==> config.mk <==
export PLATFORM = sky130hd
export DESIGN_NAME = sprite_draw_datapath
export DESIGN_NICKNAME = d
export VERILOG_FILES = /design/src/rtl/sprite_draw_datapath_pkg.sv /design/src/rtl/sprite_scan_counter.sv /design/src/rtl/sprite_draw_datapath.sv
export SDC_FILE = /design/constraint.sdc
export NUM_CORES = 1
export LEC_CHECK = 0
export CORE_UTILIZATION = 27
export CTS_CLUSTER_DIAMETER = 100
export DETAILED_ROUTE_END_ITERATION = 6
export HOLD_SLACK_MARGIN = 0.06
export REMOVE_ABC_BUFFERS = 1
export SLEW_MARGIN = 20
export SYNTH_ARGS = -nofsm -noshare
export SYNTH_HDL_FRONTEND = slang
export SYNTH_SLANG_ARGS = --single-unit
==> constraint.sdc <==
create_clock -name clk -period 6.75 [get_ports clk]
set_clock_uncertainty 0.05 [all_clocks]
set_input_delay 1.35 -clock clk [delete_from_list [all_inputs] [get_ports clk]]
set_output_delay 1.35 -clock clk [all_outputs]
set_load 0.1 [all_outputs]
==> src/rtl/sprite_draw_datapath_pkg.sv <==
// Shared game definitions: command codes, screen geometry, palette and engine states.
// Used by the movement FSM and the sprite draw datapath.
package sprite_draw_datapath_pkg;

    localparam int unsigned SCR_W = 160;
    localparam int unsigned SCR_H = 120;
    localparam int unsigned SPR   = 8;

    typedef enum logic [3:0] {
        CmdNop   = 4'b0000,
        CmdClear = 4'b0001,
        CmdRight = 4'b0010,
        CmdLeft  = 4'b0011,
        CmdDraw  = 4'b0101,
        CmdDown  = 4'b0110,
        CmdUp    = 4'b0111
    } cmd_e;

    typedef enum logic [1:0] {
        StIdle,
        StRun,
        StDone
    } eng_state_e;

    localparam logic [2:0] COL_SKY   = 3'b011;
    localparam logic [2:0] COL_BIRD  = 3'b110;
    localparam logic [2:0] COL_CROSS = 3'b111;

    // Saturating step; 9-bit operands keep the compare free of wrap-around.
    function automatic logic [8:0] sat_step(input logic [8:0] pos, input logic inc,
                                            input logic [8:0] step, input logic [8:0] max);
        logic [8:0] res;
        if (inc) begin
            res = (pos + step > max) ? max : pos + step;
        end else begin
            res = (pos < step) ? 9'd0 : pos - step;
        end
        return res;
    endfunction

endpackage

==> src/rtl/sprite_scan_counter.sv <==
// 64-pixel row-major scan counter for an 8x8 sprite, with a last-pixel flag.
// Counts while enabled and returns to zero otherwise.
module sprite_scan_counter (
    input  logic       clk,
    input  logic       reset_n,
    input  logic       en,
    output logic [5:0] cnt,
    output logic       last
);

    logic [5:0] cnt_q, cnt_d;

    always_comb begin
        cnt_d = en ? cnt_q + 6'd1 : 6'd0;
    end

    always_ff @(posedge clk or negedge reset_n) begin
        if (!reset_n) begin
            cnt_q <= 6'd0;
        end else begin
            cnt_q <= cnt_d;
        end
    end

    assign cnt  = cnt_q;
    assign last = (cnt_q == 6'd63);

endmodule

==> src/rtl/sprite_draw_datapath.sv <==
// Sprite engine: moves crosshair/bird in IDLE, scans an 8x8 clear/draw into the VGA plotter,
// and flags when the crosshair centre sits inside the bird box.
module sprite_draw_datapath #(
    parameter int unsigned SCR_W = sprite_draw_datapath_pkg::SCR_W,
    parameter int unsigned SCR_H = sprite_draw_datapath_pkg::SCR_H,
    parameter int unsigned SPR   = sprite_draw_datapath_pkg::SPR,
    parameter int unsigned STEP  = 2,
    parameter int unsigned P_X0  = 76,
    parameter int unsigned P_Y0  = 56,
    parameter int unsigned B_X0  = 0,
    parameter int unsigned B_Y0  = 100
) (
    input  logic       clk,
    input  logic       reset_n,
    input  logic [3:0] cmd,
    input  logic       sel_bird,
    output logic [7:0] vga_x,
    output logic [6:0] vga_y,
    output logic [2:0] vga_colour,
    output logic       plot,
    output logic       done_drawing,
    output logic       hit,
    output logic [7:0] p_x,
    output logic [6:0] p_y,
    output logic [7:0] b_x,
    output logic [6:0] b_y
);
    import sprite_draw_datapath_pkg::*;

    localparam logic [8:0] X_MAX  = 9'(SCR_W - SPR);
    localparam logic [8:0] Y_MAX  = 9'(SCR_H - SPR);
    localparam logic [8:0] STEP_W = 9'(STEP);

    eng_state_e state_q, state_d;
    logic       start, run_en, idle;
    logic       sel_q, draw_q;
    logic [5:0] cnt;
    logic       last;

    logic [7:0] p_x_q, p_x_d, b_x_q, b_x_d, vga_x_q, vga_x_d;
    logic [6:0] p_y_q, p_y_d, b_y_q, b_y_d, vga_y_q, vga_y_d;
    logic [2:0] colour_q, colour_d;
    logic       plot_q, plot_d, done_q, done_d, hit_q, hit_d;

    sprite_scan_counter u_scan (
        .clk     (clk),
        .reset_n (reset_n),
        .en      (run_en),
        .cnt     (cnt),
        .last    (last)
    );

    always_ff @(posedge clk or negedge reset_n) begin
        if (!reset_n) begin
            state_q <= StIdle;
        end else begin
            state_q <= state_d;
        end
    end

    always_comb begin
        state_d = state_q;
        unique case (state_q)
            StIdle:  if (cmd == CmdClear || cmd == CmdDraw) state_d = StRun;
            StRun:   if (last) state_d = StDone;
            StDone:  state_d = StIdle;
            default: state_d = StIdle;
        endcase
    end

    always_comb begin
        idle   = (state_q == StIdle);
        run_en = (state_q == StRun);
        start  = idle && (state_d == StRun);
    end

    // Outputs are registered from the pixel that the next cycle presents, so plot lines up with RUN.
    logic       pix_on, pix_sel, pix_draw;
    logic [5:0] pix_idx;
    logic [2:0] col, row;
    logic [7:0] sx;
    logic [6:0] sy;

    always_comb begin
        pix_on   = start || (run_en && !last);
        pix_sel  = start ? sel_bird : sel_q;
        pix_draw = start ? (cmd == CmdDraw) : draw_q;
        pix_idx  = start ? 6'd0 : cnt + 6'd1;
        col      = pix_idx[2:0];
        row      = pix_idx[5:3];
        sx       = pix_sel ? b_x_q : p_x_q;
        sy       = pix_sel ? b_y_q : p_y_q;
        vga_x_d  = vga_x_q;
        vga_y_d  = vga_y_q;
        colour_d = colour_q;
        plot_d   = 1'b0;
        done_d   = run_en && last;
        if (pix_on) begin
            vga_x_d = sx + {5'd0, col};
            vga_y_d = sy + {4'd0, row};
            if (!pix_draw) begin
                colour_d = COL_SKY;
                plot_d   = 1'b1;
            end else if (pix_sel) begin
                colour_d = COL_BIRD;
                plot_d   = 1'b1;
            end else begin
                colour_d = COL_CROSS;
                plot_d   = (row == 3'd3) || (col == 3'd3);
            end
        end
    end

    logic [8:0] tx, ty, tx_n, ty_n, cx, cy;
    logic       mv;

    always_comb begin
        tx    = sel_bird ? {1'b0, b_x_q} : {1'b0, p_x_q};
        ty    = sel_bird ? {2'b0, b_y_q} : {2'b0, p_y_q};
        tx_n  = tx;
        ty_n  = ty;
        mv    = 1'b1;
        case (cmd)
            CmdRight: tx_n = sat_step(tx, 1'b1, STEP_W, X_MAX);
            CmdLeft:  tx_n = sat_step(tx, 1'b0, STEP_W, X_MAX);
            CmdDown:  ty_n = sat_step(ty, 1'b1, STEP_W, Y_MAX);
            CmdUp:    ty_n = sat_step(ty, 1'b0, STEP_W, Y_MAX);
            default:  mv = 1'b0;
        endcase
        p_x_d = p_x_q;
        p_y_d = p_y_q;
        b_x_d = b_x_q;
        b_y_d = b_y_q;
        if (idle && mv) begin
            if (sel_bird) begin
                b_x_d = tx_n[7:0];
                b_y_d = ty_n[6:0];
            end else begin
                p_x_d = tx_n[7:0];
                p_y_d = ty_n[6:0];
            end
        end
        cx    = {1'b0, p_x_q} + 9'd3;
        cy    = {2'b0, p_y_q} + 9'd3;
        hit_d = (cx >= {1'b0, b_x_q}) && (cx <= {1'b0, b_x_q} + 9'(SPR - 1)) &&
                (cy >= {2'b0, b_y_q}) && (cy <= {2'b0, b_y_q} + 9'(SPR - 1));
    end

    always_ff @(posedge clk or negedge reset_n) begin
        if (!reset_n) begin
            sel_q    <= 1'b0;
            draw_q   <= 1'b0;
            vga_x_q  <= 8'd0;
            vga_y_q  <= 7'd0;
            colour_q <= 3'd0;
            plot_q   <= 1'b0;
            done_q   <= 1'b0;
            hit_q    <= 1'b0;
            p_x_q    <= 8'(P_X0);
            p_y_q    <= 7'(P_Y0);
            b_x_q    <= 8'(B_X0);
            b_y_q    <= 7'(B_Y0);
        end else begin
            if (start) begin
                sel_q  <= sel_bird;
                draw_q <= (cmd == CmdDraw);
            end
            vga_x_q  <= vga_x_d;
            vga_y_q  <= vga_y_d;
            colour_q <= colour_d;
            plot_q   <= plot_d;
            done_q   <= done_d;
            hit_q    <= hit_d;
            p_x_q    <= p_x_d;
            p_y_q    <= p_y_d;
            b_x_q    <= b_x_d;
            b_y_q    <= b_y_d;
        end
    end

    assign vga_x        = vga_x_q;
    assign vga_y        = vga_y_q;
    assign vga_colour   = colour_q;
    assign plot         = plot_q;
    assign done_drawing = done_q;
    assign hit          = hit_q;
    assign p_x          = p_x_q;
    assign p_y          = p_y_q;
    assign b_x          = b_x_q;
    assign b_y          = b_y_q;

endmodule
# After elaboration in Yosys (flattened, before gate mapping)
# Index checks and enable logic that the tools add are counted.
[word_totals] reg_bits=61 latchBits=0 ramBits=0 romBits=0 input_bits=7 output_inout_bits=51 wordCells=83 memories=0
[op_classes] add_sub_neg=11 mul=0 div_mod_pow=0 magnitude_cmp=8 n_eq_ne=11 shifts=0 n_mux=23 bitwise_logic=1 n_reduce_logical=15
[ops] operator="8-bit two-way mux" n=4
[ops] operator="7-bit two-way mux" n=4
[ops] operator="8-bit by 2-bit adder with 9-bit output, second input constant" n=2
[ops] operator="7-bit by 2-bit adder with 8-bit output, second input constant" n=2
[ops] operator="8-bit one-hot mux with 2 select lines" n=1
[ops] operator="7-bit one-hot mux with 2 select lines" n=1
[ops] operator="4-bit by 3-bit == test with 1-bit output, second input constant" n=3
[ops] operator="6-bit two-way mux" n=2
[ops] operator="8-bit by 3-bit adder with 9-bit output, second input constant" n=1
[ops] operator="9-bit by 8-bit >= comparator with 1-bit output" n=1
[ops] operator="9-bit by 8-bit greater-than comparator with 1-bit output, second input constant" n=1
[ops] operator="9-bit less-or-equal comparator" n=1
[ops] operator="7-bit by 3-bit adder with 8-bit output, second input constant" n=1
[ops] operator="8-bit by 3-bit adder with 8-bit output" n=1
[ops] operator="4-bit by 2-bit == test with 1-bit output, second input constant" n=2
[ops] operator="8-bit by 7-bit >= comparator with 1-bit output" n=1
[ops] operator="8-bit by 7-bit greater-than comparator with 1-bit output, second input constant" n=1
[ops] operator="8-bit less-or-equal comparator" n=1
[ops] operator="8-bit by 2-bit less-than comparator with 1-bit output, second input constant" n=1
[ops] operator="8-bit by 2-bit subtractor with 8-bit output, second input constant" n=1
[ops] operator="7-bit by 3-bit adder with 7-bit output" n=1
[ops] operator="1-bit logical AND" n=7
[ops] operator="7-bit by 2-bit less-than comparator with 1-bit output, second input constant" n=1
[ops] operator="1-bit two-way mux" n=7
[ops] operator="other kinds (15)" n=21

# Longest topological paths before layout
# Gate-level depths: netlist (run 1).
[depth] ltp_word=12 mapped_depth=16 depth_no_buf=14

# Modules after synthesis
# A second synthesis (run 1) with hierarchy kept.
[unflattened] cells_unflattened=656 area_unflattened_um2=5442.7
[modules_own_cells] module="sprite_draw_datapath" n_inst=1 cells_per_inst=632 area_per_inst_um2=5172.5 seq_area_each_um2=1387.6
[modules_own_cells] module="sprite_scan_counter" n_inst=1 cells_per_inst=24 area_per_inst_um2=270.3 seq_area_each_um2=150.1

# Worst setup path before layout (run 1)
# No wires, ideal clock.
[synth_path] path_kind="input -> register" from="in cmd[3]" to="reg vga_y_q[6] (netlist: vga_y[6])" arrival_ps=3789 slack_ps=2780 path_stages=15 n_path_buf=1 path_cell_list="nor3_2 a21boi_1 nor2_4 clkbuf_1 nand2_1 o21ai_0 ha_1 inv_1 fa_1 nor2b_1 o21ai_0 nor3_1 o22ai_1 xnor2_1 o21ai_1"
[synth_via] elab_chain_cells=9
[synth_rtl] element="start, declared" line_no="sprite_draw_datapath.sv:15" source="input logic [3:0] cmd,"
[synth_rtl] element="4-bit by 1-bit == test with 1-bit output / 4-bit by 3-bit == test with 1-bit output (equally long branches)" line_no="sprite_draw_datapath.sv:64" source="StIdle: if (cmd == CmdClear || cmd == CmdDraw) state_d = StRun;"
[synth_rtl] element="1-bit logical OR (*)" line_no="sprite_draw_datapath.sv:64"
[synth_rtl] element="2-bit two-way mux (*)" line_no="sprite_draw_datapath.sv:64"
[synth_rtl] element="2-bit one-hot mux with 2 select lines (*)" line_no="sprite_draw_datapath.sv:63" source="unique case (state_q)"
[synth_rtl] element="2-bit by 1-bit == test with 1-bit output (*)" line_no="sprite_draw_datapath.sv:74" source="start = idle && (state_d == StRun);"
[synth_rtl] element="1-bit logical AND (*)" line_no="sprite_draw_datapath.sv:74"
[synth_rtl] element="1-bit two-way mux"
[synth_rtl] element="7-bit two-way mux" line_no="sprite_draw_datapath.sv:92" source="sy = pix_sel ? b_y_q : p_y_q;"
[synth_rtl] element="7-bit by 3-bit adder with 7-bit output" line_no="sprite_draw_datapath.sv:100" source="vga_y_d = sy + {4'd0, row};"
[synth_rtl] element="end signal, assigned" line_no="sprite_draw_datapath.sv:169" source="vga_y_q <= vga_y_d;"
[synth_rtl] element="end, declared" line_no="sprite_draw_datapath.sv:41" source="logic [6:0] p_y_q, p_y_d, b_y_q, b_y_d, vga_y_q, vga_y_d;"
# Mark *: on every way between the ends. The rest lies on a longest branch, timed or not.
# A chain may end at the register's enable or synchronous reset.

# Worst setup path in the final report (run 1)
[layout_path] from="in cmd[0]" to="reg vga_y_q[6] (netlist: vga_y[6])"
# The elaborated chain is that of the path after synthesis.

==> impl_results.md, run 1 <==
- Status: finished clean
- Via count: 5,029
- Yosys warns: 0
- Area of the multi-input gates: 3700 um2
- Final ANT Viol Nets: 0
- Pwr/cell area: 483 nW/um2
- Slowest cell on the critical path: clkdlybuf4s50_1
- Drt first-iter violations: 402
- Detailed-route wire length: 16,600 um
- Starting density of the core: 27.5%
- Leak: 2.82 nW
- Gr usage total: 16.1%
- CORE AREA: 20,200 um2
- Crit path kind: input port to register
- Die Y: 145 um
- FMAX: 219 MHz
- Fill cells: 2,151
- Post-Syn Instances: 665
- Post-route minimum period: 4.56 ns
- Critical Path End Type: register
- Avg Cell Area, Syn: 8.35 um2
- CTS Sinks: 61
- Most numerous cell in the Yosys netlist: nor2_1
- FF+latch area: 1540 um2
- Ant. Diodes: 0
- Hold_buf cts: 0
- Final Worst Setup Slack: 2.19 ns
- Period Utilization, post-route: 67.6%
- CTS Root Cell: clkbuf_16
- Post-Layout Cell Count: 973
- CTS tree: yes
- Global-route wire length before repair: 26,900 um
- Vias in the first global route: 4,936
- Place WS: 1.89 ns
- Ys async rst share: 100%
- Peak supply drop: 0.000375 V
- CP cell instances: clkdlybuf4s50_1 -> nor2b_1 -> a21boi_1 -> nor2_4 -> o21ai_0 -> ha_1 -> inv_1 -> fa_1 -> nor2b_1 -> o21ai_0 -> nor3_1 -> o22ai_1 -> xnor2_1 -> o21ai_1
- I/O Buffers: 57
- Largest net degree at the start of global routing: 62
- Yosys reg bits: 61
- Hold Path Class: register to register
- Post-synth EDFFs: 0
- Post-Syn Area: 5560 um2
- Post-route cell area: 6560 um2
- CTS buffer count: 9
- RSZ-0062 raised after global routing: no
- Cts repair resizes: 0
- Util after Layout: 32.4%
- Clock Path Buffers: 2
- Synth area leader: dfrtp_1
- Drt drc: 0
- Relative slew slack: 31.3%
- Top post-synthesis cells by area: dfrtp_1 23%, ha_1 11%, xnor2_1 4.7%
- Final hold viol count: 0
- Worst skew pair latency: 0.34 ns
- CP Launch Type: input port
- Power, Total: 3.17 mW
- Commonest cells in the netlist: 62 x nor2_1, 61 x nand2_1, 52 x dfrtp_1
- Post-synth top area share: 23.4%
- Post-CTS Setup Inserts: 0
- Gr ovfl total: 0
- Placed wire-length estimate: 12,200 um
- Nets: 755
- Slowest stage delay, CP: 0.68 ns
- Placed insts: 958
- Worst Path Max Fanout: 15
- Total negative slack: 0 ns
- Post-synth top flop: dfrtp_1
- Worst-margin pin slew: 1.03 ns
- Vias/cell: 5.17
- Die area: 21,200 um2
- Initial antenna violation count: 0
- Slew Viols, Final: 0
- H-tree depth: 3
- IO Count: 58
- Final Wtd Congestion: 0.896
- Critical Path AT: 4.71 ns
- Unique masters post-synth: 69
- Detailed Routing Iterations Pass 1: 5
- Req. time, crit path: 6.90 ns
- Wire per inst: 17.1 um
- Area after DPL: 6290 um2
- Hold_ws: 0.410 ns
- Share of layout cells above drive strength 1: 8.53%
- Max Cap Viol: 0
- Die W: 145 um
- # setup viols final: 0
- Area delta synth->final: 18.1%
- Clock slew at reported path FFs: 0.05 ns
- Std-Cell Rows: 52
- Sequential share of the synthesized area: 27.7%
## critical path: cells and delay by family
family	cells	cell delay, ns
buf+inv	2	0.74
simple gates	4	0.82
xor+xnor	1	0.18
fa+ha+maj	2	0.60
compound gates	5	1.01
## cell families after synthesis
family	Yosys count	share of synthesized area (%)
fa+ha+maj	49	11.3
mux	37	7.23
compound gates	164	18.8
flops	61	27.7
simple gates	231	21.8
xor+xnor	46	7.25
buf+inv	77	5.97
## layout make-up
cell class	count	share of cell area [%]
Clock inverter	2	0.153
Tap cell	270	5.15
Multi-Input combinational cell	527	56.3
Inverter	41	2.35
Clock buffer	13	3.81
Timing Repair Buffer	59	8.77
Sequential cell	61	23.4
## path summary, 6_finish.rpt
check	depth (start not counted)	from	to	slack, ns
max reg2reg	14	state_q[0]	vga_y[6]	3.49
min in group asynchronous	2	reset_n	vga_colour[1]	1.13
max in group asynchronous	2	reset_n	b_y[4]	4.97
min	1	vga_colour[1]	vga_colour[1]	0.41
max	14	cmd[0]	vga_y[6]	2.19
min reg2reg	1	vga_colour[1]	vga_colour[1]	0.41
## registers in the layout, summed over array words and instances (netlist names), 2 cells and up
signal	count
b_x	8
b_y	7
p_x	8
p_y	7
state_q	2
u_scan.cnt	6
vga_colour	3
vga_x	8
vga_y	7
## power by group
group          leakage (nW)  internal, mW  switching (mW)
combinational          1.94         0.644            1.39
clock                 0.129         0.255           0.167
sequential            0.743         0.489           0.221
## metal layers
layer  global-route usage, %  vias up  wire (um)
met1                    21.4     2399       7740
met5                       0        -          0
met2                    26.4      169       7650
li1                        -     2443          -
met3                    3.73       18       1010
met4                    3.84        0        201
## placed cells by master (no fill, tap or decap), types with 8 or more instances in the layout
cell type / n
a21o_1: 8
a31oi_1: 14
xnor2_1: 30
mux2_2: 16
nor3b_1: 8
o21ai_1: 15
ha_1: 47
clkdlybuf4s50_1: 55
o31ai_1: 8
dfstp_2: 9
o22ai_1: 13
nor2_1: 62
a21oi_1: 33
nand3_1: 18
dfrtp_1: 52
inv_1: 40
o21ai_0: 32
and3_1: 13
xor2_1: 16
nand2_1: 61
nor3_1: 22
clkbuf_16: 9
mux2i_1: 18
No activity file was read; power rests on OpenSTA's default activity.
==> run 2: changes to the inputs <==
==> constraint.sdc (replaced) <==
create_clock -name clk -period 4.6 [get_ports clk]
set_clock_uncertainty 0.05 [all_clocks]
set_input_delay 0.92 -clock clk [delete_from_list [all_inputs] [get_ports clk]]
set_output_delay 0.92 -clock clk [all_outputs]
set_load 0.1 [all_outputs]
==> impl_results.md, run 2 (synthesis results as in run 1) <==
- Clock Path Buffers: 2 (unchanged)
- Area delta synth->final: 18.6%
- Worst Path Max Fanout: 14 (-1)
- Sw Ratio: 56.0% (-0.15 points)
- CTS Root Cell: clkbuf_16
- Period Utilization, post-route: 84.8%
- Internal reg-to-reg setup slack: 1.40 ns (-2.09 ns)
- CTS Sinks: 61 (unchanged)
- Slowest stage delay, CP: 0.52 ns (-0.16 ns)
- Area of the multi-input gates: 3690 um2 (-0.20%)
- Vias/cell: 5.17 (about the same)
- Util after Layout: 32.6% (+0.13 points)
- Area after DPL: 6320 um2 (+0.48%)
- Peak supply drop: 0.000317 V (-15%)
- Worst skew pair latency: 0.34 ns (about the same)
- Internal power: 2.05 mW (+48%)
- CP Launch Type: input port
- Place WS: 0.373 ns (-1.52 ns)
- Worst r2r path cells: 14 (unchanged)
- I/O Buffers: 57 (unchanged)
- Reg2reg start: state_q[0]
- Starting density of the core: 27.5% (unchanged)
- Crit path kind: input port to register
- Nets: 759 (+0.53%)
- RSZ-0062 raised after global routing: no
- Drt drc: 0 (unchanged)
- Max Cap Viol: 0 (unchanged)
- Clock slew at reported path FFs: 0.05 ns (about the same)
- Gr usage total: 16.0% (-0.081 points)
- Slew Viols, Final: 0 (unchanged)
- Ant. Diodes: 0 (unchanged)
- Fill cells: 2,117 (-1.6%)
- Std-Cell Rows: 52 (unchanged)
- Largest net degree at the start of global routing: 56 (-9.7%)
- Req. time, crit path: 4.77 ns (-2.13 ns)
- Slowest cell on the critical path: clkdlybuf4s50_1
- Leak: 2.84 nW (+0.72%)
- Placed insts: 962 (+0.42%)
- Cts repair resizes: 0 (unchanged)
- FMAX: 257 MHz
- Placed wire-length estimate: 12,400 um (+1.8%)
- Power, Total: 4.66 mW (+47%)
- Post-route cell area: 6590 um2 (+0.40%)
- Via count: 5,057 (+0.56%)
- Comb pwr share: 64.7% (+0.4 points)
- # setup viols final: 0 (unchanged)
- Pwr/cell area: 707 nW/um2 (+46%)
- Hold path start: vga_colour[1]
- Psw: 2.61 mW (+47%)
- CP cell instances: clkdlybuf4s50_1 -> nor3_2 -> a21boi_1 -> nor2_4 -> nand2_1 -> o21ai_0 -> ha_1 -> inv_1 -> fa_1 -> nor2b_1 -> o21ai_0 -> nor3_1 -> o22ai_1 -> xnor2_1 -> o21ai_1
- Most common cell on crit path: o21ai_0
- Reg-to-reg endpoint: vga_y[6]
- IO Count: 58 (unchanged)
- Worst-margin pin slew: 1.02 ns (-0.00922 ns)
- Detailed-route wire length: 16,600 um (about the same)
- Detailed Routing Iterations Pass 1: 7 (+2)
- H-tree depth: 3 (unchanged)
- Initial antenna violation count: 0 (unchanged)
- Hold Path Class: register to register
- Hold endpoint: vga_colour[1]
- Wire per inst: 17.0 um (-0.58%)
- Most frequent cells in the layout: 62 x nor2_1, 61 x nand2_1, 55 x clkdlybuf4s50_1
- Share of layout cells above drive strength 1: 9.04% (+0.50 points)
- Critical Path End Type: register
- Post-Layout Cell Count: 978 (+0.51%)
- Final ANT Viol Nets: 0 (unchanged)
- CTS tree: yes
- Clock share of power: 13.3% (about the same)
- Die W: 145 um (unchanged)
- Relative slew slack: 31.9% (+0.62 points)
- Status: finished clean
- Post-CTS Setup Inserts: 0 (unchanged)
- Hold_ws: 0.409 ns (-0.000509 ns)
- Drt first-iter violations: 370 (-8.0%)
- CTS buffer count: 9 (unchanged)
- Commonest non-fill, non-tap cell in the layout: nor2_1
- Final hold viol count: 0 (unchanged)
- Gr ovfl total: 0 (unchanged)
- Seq pwr share: 22.0% (-0.4 points)
- Die area: 21,200 um2 (unchanged)
- Final Worst Setup Slack: 0.701 ns (-1.49 ns)
- CORE AREA: 20,200 um2 (unchanged)
- Hold_buf cts: 0 (unchanged)
- Worst Hold Depth: 1 (unchanged)
- Global-route wire length before repair: 26,700 um (-0.92%)
- FF+latch area: 1540 um2 (unchanged)
- Total negative slack: 0 ns (unchanged)
- Final Wtd Congestion: 0.884 (-1.4%)
- Post-route minimum period: 3.90 ns
- Die Y: 145 um (unchanged)
- Vias in the first global route: 4,880 (-1.1%)
- Critical Path AT: 4.07 ns (-0.64 ns)
-- run 2: area by class of cell --
class                   count  share of cell area, %
clock buffers              14                   3.85
clock inverters             2                  0.152
inverters                  41                   2.34
multi-input cells         527                   56.0
flip-flops and latches     61                   23.3
well taps                 270                   5.13
repair buffers             63                   9.19
-- run 2: worst max path at each step --
stage / slack, ns / startpoint / cells after the start / endpoint
2_1_floorplan: 1.16 / cmd[3] / 13 / vga_y[6]
3_3_place_gp: 0.48 / cmd[3] / 15 / vga_y[6]
3_5_place_dp: 0.37 / cmd[3] / 15 / vga_x[6]
4_1_cts: 0.75 / cmd[3] / 15 / vga_x[6]
5_1_grt: 0.26 / cmd[3] / 15 / vga_x[6]
6_report: 0.70 / cmd[3] / 15 / vga_y[6]
-- run 2: worst max-delay path: cells and delay by family --
kind | cells | cell delay [ns]
AND/OR/NAND/NOR | 5 | 1.16
AO/OA/AOI/OAI | 5 | 0.64
adder cells (fa/ha/maj) | 2 | 0.60
buffers and inverters | 2 | 0.58
XOR/XNOR | 1 | 0.17
-- run 2: power by group through the flow --
stage | combinational, mW | sequential [mW] | clock [mW]
after floorplan | 1.32 | 1.89 | 0
after global placement | 2.98 | 1.03 | 0
after detailed placement | 3.01 | 1.03 | 0
after CTS | 3.02 | 1.03 | 0.631
after global routing | 3.26 | 1.06 | 0.661
final | 3.02 | 1.03 | 0.619
-- run 2: metal layers --
metal / up-vias / global-route usage [%] / wire [um]
met5: - / 0 / 0
met4: 0 / 4.79 / 272
met3: 25 / 3.73 / 949
met2: 158 / 26.5 / 7870
met1: 2420 / 20.7 / 7500
li1: 2454 / - / -
